`config.mk`:
```
export PLATFORM = sky130hd
export DESIGN_NAME = branch_resolve_unit
export DESIGN_NICKNAME = d
export VERILOG_FILES = /design/src/rtl/lv8_branch_pkg.sv /design/src/rtl/cond_eval.sv /design/src/rtl/branch_resolve_unit.sv
export SDC_FILE = /design/constraint.sdc
export NUM_CORES = 1
export LEC_CHECK = 0
export ABC_CLOCK_PERIOD_IN_PS = 6050
export CAP_MARGIN = 20
export CORE_UTILIZATION = 43
export CTS_CLUSTER_SIZE = 8
export DETAILED_ROUTE_END_ITERATION = 6
export PLACE_DENSITY = 0.87
export SLEW_MARGIN = 30
export SYNTH_ARGS = -nofsm -noshare
export SYNTH_HDL_FRONTEND = slang
export SYNTH_HIERARCHICAL = 1
export SYNTH_SLANG_ARGS = --single-unit
```
`constraint.sdc`:
```
create_clock -name clock -period 6.05 [get_ports clock]
set_input_delay 0.605 -clock clock [delete_from_list [all_inputs] [get_ports clock]]
set_output_delay 0.605 -clock clock [all_outputs]
set_load 0.005 [all_outputs]
```
`src/rtl/lv8_branch_pkg.sv`:
```
// Shared encodings for the LEGv8 branch resolver: branch types, condition
// codes, PC-select codes, flag bit positions and the resolver FSM states.
package lv8_branch_pkg;

  localparam logic [2:0] BR_NONE = 3'd0;
  localparam logic [2:0] BR_B    = 3'd1;
  localparam logic [2:0] BR_COND = 3'd2;
  localparam logic [2:0] BR_CBZ  = 3'd3;
  localparam logic [2:0] BR_CBNZ = 3'd4;
  localparam logic [2:0] BR_REG  = 3'd5;

  localparam logic [3:0] COND_EQ = 4'h0;
  localparam logic [3:0] COND_NE = 4'h1;
  localparam logic [3:0] COND_HS = 4'h2;
  localparam logic [3:0] COND_LO = 4'h3;
  localparam logic [3:0] COND_MI = 4'h4;
  localparam logic [3:0] COND_PL = 4'h5;
  localparam logic [3:0] COND_VS = 4'h6;
  localparam logic [3:0] COND_VC = 4'h7;
  localparam logic [3:0] COND_HI = 4'h8;
  localparam logic [3:0] COND_LS = 4'h9;
  localparam logic [3:0] COND_GE = 4'hA;
  localparam logic [3:0] COND_LT = 4'hB;
  localparam logic [3:0] COND_GT = 4'hC;
  localparam logic [3:0] COND_LE = 4'hD;
  localparam logic [3:0] COND_AL = 4'hE;
  localparam logic [3:0] COND_NV = 4'hF;

  localparam logic [1:0] PS_INC = 2'b01;
  localparam logic [1:0] PS_REL = 2'b10;
  localparam logic [1:0] PS_REG = 2'b11;

  localparam int unsigned V_IDX = 3;
  localparam int unsigned C_IDX = 2;
  localparam int unsigned Z_IDX = 1;
  localparam int unsigned N_IDX = 0;

  typedef enum logic {
    StIdle,
    StFlush
  } brs_state_e;

  // Types 1..5 count as real branches; 0, 6 and 7 are no-ops.
  function automatic logic is_branch_type(input logic [2:0] t);
    return (t >= BR_B) && (t <= BR_REG);
  endfunction

endpackage

```
`src/rtl/cond_eval.sv`:
```
// Combinational LEGv8 condition-code evaluator over {V,C,Z,N} flags.
module cond_eval
  import lv8_branch_pkg::*;
(
  input  logic [3:0] cond,
  input  logic [3:0] flags,
  output logic       pass
);

  logic v, c, z, n;

  assign v = flags[V_IDX];
  assign c = flags[C_IDX];
  assign z = flags[Z_IDX];
  assign n = flags[N_IDX];

  // Full condition table; AL and NV both always pass.
  always_comb begin
    pass = 1'b0;
    unique case (cond)
      COND_EQ: pass = z;
      COND_NE: pass = ~z;
      COND_HS: pass = c;
      COND_LO: pass = ~c;
      COND_MI: pass = n;
      COND_PL: pass = ~n;
      COND_VS: pass = v;
      COND_VC: pass = ~v;
      COND_HI: pass = c & ~z;
      COND_LS: pass = ~c | z;
      COND_GE: pass = (n == v);
      COND_LT: pass = (n != v);
      COND_GT: pass = ~z & (n == v);
      COND_LE: pass = z | (n != v);
      COND_AL: pass = 1'b1;
      COND_NV: pass = 1'b1;
    endcase
  end

endmodule

```
`src/rtl/branch_resolve_unit.sv`:
```
// LEGv8 branch resolver: holds VCZN status, resolves B/B.cond/CBZ/CBNZ/BR with
// one-cycle registered outputs, sequences wrong-path flushes and counts branches.
module branch_resolve_unit
  import lv8_branch_pkg::*;
#(
  parameter int unsigned DATA_WIDTH   = 64,
  parameter int unsigned FLUSH_CYCLES = 1,
  parameter int unsigned CNT_WIDTH    = 16,
  parameter int unsigned FWD_STATUS   = 1
) (
  input  logic                  clock,
  input  logic                  reset,
  input  logic                  in_valid,
  input  logic [2:0]            br_type,
  input  logic [3:0]            cond,
  input  logic [DATA_WIDTH-1:0] reg_val,
  input  logic                  status_load,
  input  logic [3:0]            alu_status,
  output logic                  out_valid,
  output logic                  taken,
  output logic [1:0]            PS,
  output logic                  flush,
  output logic [3:0]            status,
  output logic [CNT_WIDTH-1:0]  branch_count,
  output logic [CNT_WIDTH-1:0]  taken_count
);

  localparam logic [2:0] FcntInit = 3'(FLUSH_CYCLES - 1);

  brs_state_e  state_q;
  logic [2:0]  fcnt_q;
  logic [3:0]  eff_flags;
  logic        cond_pass;
  logic        reg_zero;
  logic        accept;
  logic        take_now;
  logic [1:0]  ps_taken;

  // Bypass lets a branch see flags written in the same cycle.
  assign eff_flags = ((FWD_STATUS != 0) && status_load) ? alu_status : status;
  assign reg_zero  = (reg_val == '0);
  assign accept    = in_valid && (state_q == StIdle);
  assign ps_taken  = (br_type == BR_REG) ? PS_REG : PS_REL;

  cond_eval u_cond_eval (
    .cond  (cond),
    .flags (eff_flags),
    .pass  (cond_pass)
  );

  // Taken decision for the branch presented this cycle.
  always_comb begin
    take_now = 1'b0;
    case (br_type)
      BR_B:    take_now = 1'b1;
      BR_REG:  take_now = 1'b1;
      BR_COND: take_now = cond_pass;
      BR_CBZ:  take_now = reg_zero;
      BR_CBNZ: take_now = ~reg_zero;
      default: take_now = 1'b0;
    endcase
  end

  // Resolution outputs and IDLE/FLUSH sequencer; flush rises with taken.
  always_ff @(posedge clock) begin
    if (reset) begin
      state_q   <= StIdle;
      fcnt_q    <= 3'd0;
      out_valid <= 1'b0;
      taken     <= 1'b0;
      PS        <= PS_INC;
      flush     <= 1'b0;
    end else begin
      out_valid <= accept;
      taken     <= accept && take_now;
      PS        <= (accept && take_now) ? ps_taken : PS_INC;
      case (state_q)
        StIdle: begin
          if (accept && take_now) begin
            state_q <= StFlush;
            fcnt_q  <= FcntInit;
            flush   <= 1'b1;
          end else begin
            flush   <= 1'b0;
          end
        end
        StFlush: begin
          if (fcnt_q == 3'd0) begin
            state_q <= StIdle;
            flush   <= 1'b0;
          end else begin
            fcnt_q  <= fcnt_q - 3'd1;
            flush   <= 1'b1;
          end
        end
        default: begin
          state_q <= StIdle;
          flush   <= 1'b0;
        end
      endcase
    end
  end

  // Status register and saturating performance counters.
  always_ff @(posedge clock) begin
    if (reset) begin
      status       <= 4'b0000;
      branch_count <= '0;
      taken_count  <= '0;
    end else begin
      if (status_load) begin
        status <= alu_status;
      end
      if (accept && is_branch_type(br_type) && (branch_count != '1)) begin
        branch_count <= branch_count + 1'b1;
      end
      if (accept && take_now && (taken_count != '1)) begin
        taken_count <= taken_count + 1'b1;
      end
    end
  end

endmodule

```
# == After elaboration in Yosys (flattened, before gate mapping) ==
# Index checks and enable logic that the tools add are counted.
# word_totals
elab_cells,73
in_bits,79
regBits,44
out_inout_bits,41
# classes
reduce_logical,13
n_mux,10
order_cmp,2
n_eq_ne,26
n_addsub,3
n_bitwise,11
# op_table
op,n
$logic_not 64->1,1
$add 16x1->16 const B,2
$eq 4x4->1 const B,8
$ne 16x16->1 const B,2
$eq 4x3->1 const B,4
$pmux 1 s15,1
$eq 4x2->1 const B,2
$not 1->1,7
$eq 3x2->1 const B,2
$eq 3x3->1 const B,2
$logic_and 1x1->1,6
$mux 3,2
$pmux 3 s2,1
$reduce_or 2->1,3
$eq 4x1->1 const B,1
$logic_not 4->1,1
$mux 4,1
$pmux 1 s4,1
$eq 3x1->1 const B,1
$ge 3x1->1 const B,1
$le 3x3->1 const B,1
$logic_not 3->1,1
$mux 1,3
$sub 3x1->3 const B,1
other kinds (8),10

# == Logic depth before layout (Yosys ltp) ==
# logic_depth
word_depth,8
mapped_depth,13
mapped_depth_nobuf,11

# == By module ==
# Netlist, hierarchy kept.
# by_module_without_submodules
mod,seq_area_each_um2,area_per_inst_um2,n_inst,cells_each
branch_resolve_unit,880.8,2145.8,1,253
cond_eval,0.0,201.4,1,29

# == Worst setup path after synthesis ==
# OpenSTA, ideal clock, no wires.
# synth_path
path_type,input -> register
startpoint,input status_load
endpoint,register taken_count[13]
t_required_ns,5.929
setup_time_ns,0.121
path_buffers,0
path_slack_ns,3.095
arrival_time_ns,2.834
path_stages,11
cell_sequence,mux2_2 > xor2_1 > or4_1 > nand2_1 > a22oi_1 > o21ai_1 > nor4b_1 > a21oi_1 > a21o_1 > or3_1 > mux2_4
# synth_via
elab_chain_len,7
word_cells_on_any_way,15
classes_between,eq/ne: 2; mux: 3; bitwise: 8; reduce/logical: 2
# synth_lines
element,line,text
start: declaration,branch_resolve_unit.sv:17,"input logic status_load,"
$mux 4 (*),--,
$ne 1x1->1 (tied with other cells),"cond_eval.sv:32, cond_eval.sv:34",
$or 1x1->1 (tied with other cells),cond_eval.sv:34,COND_LE: pass = z | (n != v);
$pmux 1 s15 (*),cond_eval.sv:20,unique case (cond)
via cond_pass,branch_resolve_unit.sv:33,logic cond_pass;
$pmux 1 s4 (*),branch_resolve_unit.sv:54,case (br_type)
$logic_and 1x1->1 (*) (2 in series),branch_resolve_unit.sv:117,if (accept && take_now && (taken_count != '1)) begin
end signal: assignment,branch_resolve_unit.sv:118,taken_count <= taken_count + 1'b1;
end: declaration,branch_resolve_unit.sv:25,output logic [CNT_WIDTH-1:0] taken_count
# The timed path passes the listed nets; every way through them passes the cells marked *.
# A chain may end at the register's enable or synchronous reset.

# == Worst setup path in the final report ==
# layout_path
startpoint,input status_load
endpoint,register taken_count[13]
# layout_via
elab_chain_len,7
word_cells_on_any_way,15
classes_between,eq/ne: 2; mux: 3; bitwise: 8; reduce/logical: 2
# layout_lines
element,line,text
$mux 4 (*),--,
via eff_flags[3],branch_resolve_unit.sv:32,logic [3:0] eff_flags;
$ne 1x1->1 or $eq 1x1->1 (tied branches),--,
$or 1x1->1 or $and 1x1->1 (tied branches),"cond_eval.sv:34, cond_eval.sv:33",
$pmux 1 s15 (*),cond_eval.sv:20,
via cond_pass,branch_resolve_unit.sv:33,
$pmux 1 s4 (*),branch_resolve_unit.sv:54,
$logic_and 1x1->1 (*) (2 in series),branch_resolve_unit.sv:117,
# Marked as above.

==> summary.md <==
| Metric | Value |
|---|---|
| Outcome | `finished, final reports clean` |
| Leak pwr | `0.00128 uW` |
| Metal3 WL | `589 um` |
| CP arrival | `4.04 ns` |
| Top Metal Used | `met4` |
| YS warnings | `6` |
| Worst reg2reg path endpoint | `taken_count[13]` |
| Core Area | `5170 sq um` |
| Worst setup path start | `status_load` |
| CTS Sinks | `44` |
| Largest net degree at the start of global routing | `47` |
| Max-cap viol count | `0` |
| Worst path required time | `6.25 ns` |
| Effective utilization at floorplan | `45.4%` |
| Net Count, Synth | `365` |
| Slew headroom | `50.3%` |
| Diode count | `0` |
| Number of remaining DRC errors | `0` |
| Core Rows | `26` |
| Post-route minimum period | `3.84 ns` |
| CP max FO | `31` |
| Fmax | `0.260 GHz` |
| Critical path launch point type | `primary input` |
| R2R cell count | `11` |
| Slew Viols, Final | `0` |
| Vias per inst | `5.36` |
| Final std cells w/o fill | `470` |
| First-pass GRT wire length | `9220 um` |
| CTS H-Tree Depth | `2` |
| Critical Path Sink Type | `flip-flop` |
| Initial DRC Count | `121` |
| Vert. Die Dim | `75.9 um` |
| Post-synthesis sequential area ratio | `37.5%` |
| Clk buf depth | `2` |
| Max IR drop VDD | `0.138 mV` |
| DP Cell Count | `462` |
| IO Pins | `120` |
| P&R area growth vs syn | `57.5%` |
| Postcts setup bufs | `0` |
| Final hold viol count | `0` |
| Fin crit share | `63.5%` |
| Setup TNS | `0 ns` |
| Power, Total | `648 uW` |
| Fillers | `402` |
| Syn Area/Cell | `8.32 sq um` |
| FF+latch area | `881 sq um` |
| Initial antenna violation count | `0` |
| Gr ovfl total | `0` |
| Routed len/inst | `14.2 um` |
| Min Hold Slack | `0.475 ns` |
| DRT met1 WL | `2550 um` |
| Worst-Margin Slew | `0.737 ns` |
| Final count of negative-setup-slack endpoints | `0` |
| Pwr dens | `175 nW/um^2` |
| RD Place Congestion | `0.831` |
| Clk root buf | `clkbuf_8` |
| RSZ-0062 raised after global routing | `false` |
| CP endpoint | `taken_count[13]` |
| DP Wirelength | `5100 um` |
| Chip width | `75.9 um` |
| Share of cells above drive strength 1 | `5.50%` |
| Hold_buf cts | `0` |
| Area of the multi-input gates | `1370 sq um` |
| Vias in the first global route | `2145` |
| R2R Path Start | `status[3]` |
| Final wirelength | `6690 um` |
| Critical path class | `primary input to flip-flop` |
| Setup Skew | `0.0105 ns` |
| Worst-path clk slew | `0.09 ns` |
| Via count | `2521` |
| Synth unique cells | `46` |
| Die area | `5760 sq um` |
| Fin util | `71.5%` |
| R2R Setup Slk | `2.88 ns` |
| Final #Nets | `482` |
| CTS tree | `built` |
| Post-CTS Resized | `0` |
| Mapped Area | `2350 sq um` |
| Final antenna-violating net count | `0` |
| Yosys reg bits | `44` |
| # port buffers | `119` |
| Length of routed met2 wiring | `3440 um` |
| Pre-antenna DRT Iters | `4` |
| GRT Util Overall | `21.2%` |
| Hold Crit Class | `flip-flop to flip-flop` |
| CTS Buf Count | `5` |
| Worst skew pair latency | `0.30 ns` |
| Synthesized instance count | `282` |
## sequential cells by signal, indices dropped and copies added (netlist names)
name,flops
out_valid,1
state_q,1
taken,1
fcnt_q,3
PS,2
status,4
branch_count,16
taken_count,16
## cells in the mapped netlist (all sizes together)
cell | instances | area (sq um)
a2111oi | 1 | 8.76
nand2 | 19 | 71.3
o2111ai | 1 | 8.76
or3 | 10 | 62.6
mux2i | 2 | 20.0
a221o | 1 | 11.3
or3b | 1 | 8.76
nand3 | 12 | 60.1
o22ai | 1 | 6.26
buf | 6 | 43.8
o21ai | 13 | 65.1
clkbuf | 4 | 15.0
a31oi | 2 | 12.5
a21o | 1 | 7.51
nand2b | 5 | 31.3
a311oi | 1 | 8.76
and3 | 6 | 37.5
dfxtp | 44 | 881
or4 | 2 | 15.0
and3b | 2 | 17.5
nor4b | 2 | 17.5
nor3 | 4 | 20.0
o31ai | 1 | 7.51
xnor2 | 5 | 43.8
inv | 9 | 33.8
and2b | 1 | 7.51
o41ai | 1 | 16.3
mux2 | 7 | 82.6
xor2 | 14 | 123
a211oi | 3 | 22.5
nor2b | 13 | 81.3
nor4 | 17 | 119
nor2 | 32 | 120
a22oi | 2 | 20.0
nand4 | 11 | 68.8
a21oi | 19 | 95.1
and4 | 3 | 26.3
ha | 4 | 50.1
## cells in the final DEF, fill, tap and decap left out, types with 2 or more instances in the layout
cell type,n
nor3_1,4
inv_1,8
and3_1,6
mux2i_1,2
nand4_1,11
dfxtp_1,44
or3_1,10
and4_1,3
and3b_1,2
a21oi_1,19
a31oi_1,2
a211oi_1,3
nand2b_1,5
nand3_1,12
nand2_1,19
o21ai_0,12
clkbuf_8,6
nor4_1,15
xnor2_1,5
xor2_1,14
nor2_1,32
mux2_2,6
nor4_2,2
or4_1,2
nor2b_1,13
nor4b_1,2
clkdlybuf4s50_1,119
ha_1,4
## kinds of logic (layout without fill, tap and decap cells)
logic type / Yosys count / count (layout) / synth area share [%]
XOR/XNOR: 19 / 19 / 7.09
multiplexers: 9 / 9 / 4.37
buffers and inverters: 19 / 137 / 3.94
AO/OA/AOI/OAI: 47 / 47 / 12.4
AND/OR/NAND/NOR: 140 / 140 / 32.6
adder cells (fa/ha/maj): 4 / 4 / 2.13
flip-flops: 44 / 44 / 37.5
## critical path, cell delays in order
cell and delay, ns:
clkdlybuf4s50_1 0.58, mux2_2 0.41, xor2_1 0.17, or4_1 0.41, nand2_1 0.09, a22oi_1 0.05, o21ai_1 0.08, nor4b_1 0.27
a21oi_1 0.12, a21o_1 0.46, or3_1 0.48, mux2_4 0.30
## where the power goes
| part | switching [uW] | total (uW) | internal [uW] |
|---|---|---|---|
| Clock | 105 | 240 | 135 |
| Combinational | 39.0 | 109 | 69.9 |
| Sequential | 4.06 | 299 | 295 |
| Total | 148 | 648 | 500 |
## how the worst min path moves through the flow
| stage | startpoint | to | cells past startpoint |
|---|---|---|---|
| 5_1_grt | fcnt_q[0] | fcnt_q[0] | 2 |
| 3_5_place_dp | fcnt_q[0] | fcnt_q[0] | 2 |
| 2_1_floorplan | fcnt_q[0] | fcnt_q[0] | 2 |
| 4_1_cts | fcnt_q[0] | fcnt_q[0] | 2 |
| 3_3_place_gp | fcnt_q[0] | fcnt_q[0] | 2 |
| 6_report | fcnt_q[0] | fcnt_q[0] | 2 |
## cell type report
cell class	count	area share [%]
Tap cell	70	2.37
Inverter	9	0.914
Clock inverter	2	1.05
Clock buffer	6	2.23
Timing Repair Buffer	120	32.4
Multi-Input combinational cell	219	37.2
Sequential cell	44	23.8
## per-layer routing
layer | vias to the layer above | track usage (%)
met3 | 13 | 4.63
li1 | 1252 | -
met1 | 1156 | 22.8
met5 | - | 0
met2 | 100 | 41.0
met4 | 0 | 6.38
## metrics by stage
| stage | worst slack (ns) | cell area, sq um |
|---|---|---|
| after floorplan | 3.09 | 2350 |
| after global placement | 2.09 | 3570 |
| after detailed placement | 1.98 | 3570 |
| after CTS | 2.27 | 3700 |
| after global routing | 2.06 | 3700 |
| final | 2.21 | 3700 |
Power figures use the tool's default switching activity.
